## config.mk

```make
export PLATFORM = sky130hd
export DESIGN_NAME = freq_count_core_flat
export DESIGN_NICKNAME = d
export VERILOG_FILES = /design/src/rtl/freq_count_core_if.sv /design/src/rtl/freq_count_core.sv /design/src/flat_wrapper.sv
export SDC_FILE = /design/constraint.sdc
export NUM_CORES = 1
export LEC_CHECK = 0
export BUFFER_PORTS_ARGS = -buffer_cell sky130_fd_sc_hd__buf_2
export CAP_MARGIN = 20
export CORE_ASPECT_RATIO = 0.75
export CORE_UTILIZATION = 59
export DETAILED_ROUTE_END_ITERATION = 10
export HOLD_SLACK_MARGIN = 0.02
export PLACE_DENSITY = 0.79
export SLEW_MARGIN = 10
export SYNTH_ARGS = -nofsm -noshare
export SYNTH_HDL_FRONTEND = slang
export SYNTH_SLANG_ARGS = --single-unit
```

## constraint.sdc

```tcl
create_clock -name clk -period 3.05 [get_ports clk]
set_input_delay 0.305 -clock clk [delete_from_list [all_inputs] [get_ports clk]]
set_output_delay 0.305 -clock clk [all_outputs]
set_load 0.1 [all_outputs]
```

## src/rtl/freq_count_core_if.sv

```systemverilog
// Strobe and result bundle between the meter's sequencing FSM (master)
// and the counting core (slave).
interface freq_count_core_if #(
    parameter int CNT_W = 32
);
    logic             clear_i;
    logic             count_en_i;
    logic             lock_i;
    logic             cout_o;
    logic [CNT_W-1:0] freq_o;
    logic             freq_valid_o;
    logic             ovf_o;

    modport master (
        output clear_i, count_en_i, lock_i,
        input  cout_o, freq_o, freq_valid_o, ovf_o
    );

    modport slave (
        input  clear_i, count_en_i, lock_i,
        output cout_o, freq_o, freq_valid_o, ovf_o
    );
endinterface

```

## src/rtl/freq_count_core.sv

```systemverilog
// Frequency meter datapath: synchronises the measured signal, counts its
// rising edges over a window of GATE_CYCLES enabled reference cycles, flags
// gate completion to the sequencer and captures the result on lock.
module freq_count_core #(
    parameter int GATE_CYCLES = 50000000,
    parameter int GATE_W      = 26,
    parameter int CNT_W       = 32
) (
    input  logic               clk,
    input  logic               rst_n,
    input  logic               sig_i,
    freq_count_core_if.slave   bus
);

    localparam logic [GATE_W-1:0] GATE_LAST = GATE_W'(GATE_CYCLES - 1);
    localparam logic [CNT_W-1:0]  EDGE_MAX  = '1;

    logic              s1;
    logic              s2;
    logic              s3;
    logic              rise;
    logic              act;
    logic [GATE_W-1:0] gate_cnt;
    logic [CNT_W-1:0]  edge_cnt;
    logic              cout_q;
    logic              ovf_int;
    logic [CNT_W-1:0]  freq_q;
    logic              freq_valid_q;
    logic              ovf_q;

    assign rise = s2 & ~s3;
    assign act  = bus.count_en_i & ~cout_q;

    // Two-flop synchroniser plus edge register; only reset clears it so a
    // clear strobe cannot fabricate or swallow an edge.
    always_ff @(posedge clk or negedge rst_n) begin
        if (!rst_n) begin
            s1 <= 1'b0;
            s2 <= 1'b0;
            s3 <= 1'b0;
        end else begin
            s1 <= sig_i;
            s2 <= s1;
            s3 <= s2;
        end
    end

    // Gate timer and saturating edge counter; clear wins over counting and
    // the final enabled cycle still counts an edge while raising cout.
    always_ff @(posedge clk or negedge rst_n) begin
        if (!rst_n) begin
            gate_cnt <= '0;
            edge_cnt <= '0;
            cout_q   <= 1'b0;
            ovf_int  <= 1'b0;
        end else if (bus.clear_i) begin
            gate_cnt <= '0;
            edge_cnt <= '0;
            cout_q   <= 1'b0;
            ovf_int  <= 1'b0;
        end else if (act) begin
            if (gate_cnt == GATE_LAST) begin
                cout_q <= 1'b1;
            end else begin
                gate_cnt <= gate_cnt + 1'b1;
            end
            if (rise) begin
                if (edge_cnt == EDGE_MAX) begin
                    ovf_int <= 1'b1;
                end else begin
                    edge_cnt <= edge_cnt + 1'b1;
                end
            end
        end
    end

    // Result capture on every lock cycle, independent of gate state; values
    // are taken before any same-cycle clear lands.
    always_ff @(posedge clk or negedge rst_n) begin
        if (!rst_n) begin
            freq_q       <= '0;
            ovf_q        <= 1'b0;
            freq_valid_q <= 1'b0;
        end else begin
            freq_valid_q <= bus.lock_i;
            if (bus.lock_i) begin
                freq_q <= edge_cnt;
                ovf_q  <= ovf_int;
            end
        end
    end

    assign bus.cout_o       = cout_q;
    assign bus.freq_o       = freq_q;
    assign bus.freq_valid_o = freq_valid_q;
    assign bus.ovf_o        = ovf_q;

endmodule
```

## src/flat_wrapper.sv

```systemverilog
// flat-port wrapper written by rule: the top's interface ports become plain ports
module freq_count_core_flat 
#(
    parameter int GATE_CYCLES = 50000000,
    parameter int GATE_W      = 26,
    parameter int CNT_W       = 32
)
  (clk, rst_n, sig_i, bus_clear_i, bus_count_en_i, bus_lock_i, bus_cout_o, bus_freq_o, bus_freq_valid_o, bus_ovf_o);
  freq_count_core_if #(.CNT_W(CNT_W)) bus_i ();
  input  logic clk;
  input  logic rst_n;
  input  logic sig_i;
  input wire logic [$bits(bus_i.clear_i)-1:0] bus_clear_i;
  input wire logic [$bits(bus_i.count_en_i)-1:0] bus_count_en_i;
  input wire logic [$bits(bus_i.lock_i)-1:0] bus_lock_i;
  output wire logic [$bits(bus_i.cout_o)-1:0] bus_cout_o;
  output wire logic [$bits(bus_i.freq_o)-1:0] bus_freq_o;
  output wire logic [$bits(bus_i.freq_valid_o)-1:0] bus_freq_valid_o;
  output wire logic [$bits(bus_i.ovf_o)-1:0] bus_ovf_o;
  assign bus_i.clear_i = bus_clear_i;
  assign bus_i.count_en_i = bus_count_en_i;
  assign bus_i.lock_i = bus_lock_i;
  assign bus_cout_o = bus_i.cout_o;
  assign bus_freq_o = bus_i.freq_o;
  assign bus_freq_valid_o = bus_i.freq_valid_o;
  assign bus_ovf_o = bus_i.ovf_o;
  freq_count_core #(.GATE_CYCLES(GATE_CYCLES), .GATE_W(GATE_W), .CNT_W(CNT_W)) u_core (.clk(clk), .rst_n(rst_n), .sig_i(sig_i), .bus(bus_i));
endmodule
```

==> impl_metrics.json <==
{
  "nets": 481,
  "power_frac_clock_pct": 37.3,
  "path_class": "reg2reg",
  "cts_made_buffers": 9,
  "async_reset_ff_share_pct": 100,
  "stdcell_area_um2": 5160,
  "ys_ff_latch": 97,
  "num_rows": 27,
  "path_clk_slew_ns": 0.09,
  "drt_pass1_iterations": 6,
  "drt_iter0_drc": 274,
  "routed_wl_um": 9600,
  "maxSlewHeadroom_pct": 46.2,
  "hold_path.class": "in2reg",
  "cts_sinks": 97,
  "cts_max_level": 3,
  "max_freq_mhz": 373,
  "initial_utilization_pct": 62.2,
  "swShare_pct": 22.6,
  "status": "completed",
  "final_common_cell": "dfrtp_1",
  "die_h_um": 78.8,
  "routedWlPerCell_um": 16.6,
  "end_kind": "flop",
  "ys_seq_area_share_pct": 52.3,
  "area_growth_pct": 11.2,
  "synth-edff-count": 0,
  "critPathLaunchType": "flop",
  "netlist_instances": 434,
  "arrival_ns": 2.95,
  "synth_area_um2": 4640,
  "gp_congestion": 0.867,
  "grt_max_degree": 49,
  "synthFlopType": "dfrtp_1",
  "p_int_mw": 1.72,
  "synthesis.nets": 442,
  "power_frac_seq_pct": 58.4,
  "syn_area_per_cell_um2": 10.7,
  "antenna_found_initial": 0,
  "leakage_nw": 2.25,
  "yosys_warnings": 0,
  "layout_common_cells": "dfrtp_1, buf_2, mux2_2, nor2_1, a21oi_1",
  "finalSetupTns_ns": 0,
  "drc_errors": 0,
  "critPathMaxFanout": 6,
  "period_needed_ns": 2.68,
  "cpMostUsedCell": "or4_1",
  "crit_chain": "ha_1 -> nand4_1 -> or4_1 -> or4_1 -> or4_1 -> a21oi_1",
  "pwr-share-comb_pct": 4.3,
  "worstMarginPinSlew_ns": 0.808,
  "cap_viol_max_count": 0,
  "slowest_delay_ns": 0.61,
  "rsz0062_at_grt": "no",
  "core_area_um2": 7470,
  "finalCritPeriodShare_pct": 87.9,
  "cp_slowest_cell": "or4_1",
  "grt_pass1_wl_um": 16700,
  "num_io_pins": 41,
  "vias": 3651,
  "drive_gt1_share_pct": 21.8,
  "finalHoldViolations": 0,
  "worst_ep_required_time_ns": 3.32,
  "fin_skew_ns": 0.00784,
  "viasPerCell": 6.31,
  "dp_hpwl_um": 6730,
  "setup_violations": 0,
  "worstSkewPairLatency_ns": 0.35,
  "power_density_nw_per_um2": 430,
  "post-cts-setup-buffers": 0,
  "cts_resized": 0,
  "overflow": 0,
  "cts_tree": "built",
  "cts_max_path_buffers": 2,
  "die_w_um": 104,
  "p_sw_uw": 502,
  "io_buffers": 40,
  "cts_root_buf": "clkbuf_8",
  "grt_util_all_layers_pct": 25.3,
  "diodes": 0,
  "drv_slew": 0,
  "ant_nets": 0,
  "dieArea_um2": 8230,
  "placed_cell_area_um2": 4960,
  "vdd_drop_max_mv": 0.331,
  "grt_pass1_vias": 3441,
  "synth.distinct_cells": 44
}
==> cells in the mapped netlist, types with 3 or more instances <==
| master | count | area share, % |
|---|---|---|
| inv_1 | 6 | 0.49 |
| nand2_1 | 26 | 2.1 |
| nor3_1 | 6 | 0.65 |
| o21ai_0 | 12 | 1.3 |
| o31ai_1 | 14 | 2.3 |
| xnor2_1 | 16 | 3.0 |
| nand3_1 | 19 | 2.0 |
| nand4_1 | 16 | 2.2 |
| or4_1 | 20 | 3.2 |
| a211oi_1 | 4 | 0.65 |
| xor2_1 | 6 | 1.1 |
| nor2_1 | 31 | 2.5 |
| nor4b_1 | 3 | 0.57 |
| a2111oi_0 | 3 | 0.57 |
| mux2_2 | 36 | 8.7 |
| clkbuf_1 | 18 | 1.5 |
| or3_1 | 12 | 1.6 |
| nor2b_1 | 6 | 0.81 |
| a21oi_1 | 29 | 3.1 |
| nor4_1 | 9 | 1.2 |
| buf_2 | 3 | 0.32 |
| dfrtp_1 | 97 | 52 |
| and4_1 | 4 | 0.75 |
| and3_1 | 7 | 0.94 |
| o211ai_1 | 4 | 0.65 |
==> worst max-delay path: cells and delay by family, from the launching register on <==
kind                       cells  cell delay [ns]
and+or+nand+nor                4             1.80
DFF                            1             0.43
adders and majority gates      1             0.23
AOI/OAI and AO/OA              1             0.15
==> sequential cells by signal, indices dropped and copies added (netlist names) <==
register                 count
u_core.gate_cnt             26
u_core.s3                    1
u_core.s2                    1
u_core.bus.cout_o            1
u_core.bus.freq_valid_o      1
u_core.edge_cnt             32
u_core.bus.ovf_o             1
u_core.s1                    1
u_core.bus.freq_o           32
u_core.ovf_int               1
==> power by group through the flow <==
stage / sequential, mW / combinational [mW] / clock, mW
floorplan: 1.34 / 0.0384 / 0
finish: 1.30 / 0.0945 / 0.829
global placement: 1.32 / 0.0935 / 0
detailed placement: 1.32 / 0.0954 / 0
CTS: 1.30 / 0.0968 / 0.848
global route: 1.30 / 0.106 / 0.909
==> metal layers <==
layer / GRT usage [%] / vias up / part of all wire, %
met1: 38.4 / 1792 / 49
met2: 36.3 / 139 / 43
met4: 6.86 / 0 / 1.1
met5: 0 / - / 0
li1: - / 1704 / -
met3: 5.99 / 16 / 6.6
==> layout make-up <==
type	count	area, µm²
Clock buffer	12	145
Clock inverter	4	51.3
Fill cell	545	2300
Inverter	6	22.5
Multi-Input combinational cell	310	2120
Sequential cell	97	2430
Tap cell	101	126
Timing Repair Buffer	49	273
==> stage by stage <==
stage          setup slack, ns  hold slack, ns  total power, mW  std cells  util [%]
2_1_floorplan            0.387         0.00941             1.38        434         -
6_report                 0.370          0.0604             2.22        579      69.1
5_1_grt                  0.202          0.0352             2.31        579      69.1
3_5_place_dp             0.420           0.346             1.42        562      66.4
4_1_cts                  0.382          0.0513             2.24        579      69.1
3_3_place_gp             0.503           0.333             1.42        562      66.4
==> worst paths after layout <==
kind                                     from             endpoint  slack, ns  cells past startpoint
min in group asynchronous               rst_n  u_core.gate_cnt[16]       0.49                      2
max reg2reg                u_core.edge_cnt[0]  u_core.edge_cnt[30]       0.37                      6
min reg2reg                         u_core.s1            u_core.s2       0.37                      0
max in group asynchronous               rst_n   u_core.edge_cnt[6]       1.78                      3
max                        u_core.edge_cnt[0]  u_core.edge_cnt[30]       0.37                      6
min                                     sig_i            u_core.s1       0.06                      1
==> kinds of logic (layout without fill, tap and decap cells) <==
group                    after synthesis  count (layout)  synth area share [%]
adder cells (fa/ha/maj)                2               2                 0.539
multiplexers                          38              38                  9.19
buffers and inverters                 27              71                  2.26
AND/OR/NAND/NOR                      173             173                  21.3
XOR/XNOR                              22              22                  4.15
AO/OA/AOI/OAI                         75              75                  10.3
flip-flops                            97              97                  52.3
==> what timing repair did <==
item / 4_1_cts / 5_1_grt
hold buffers: 1 / 0
endpoints found under the setup margin: 0 / 0
endpoints found under the hold margin: 46 / 0
Power figures use the tool's default switching activity.
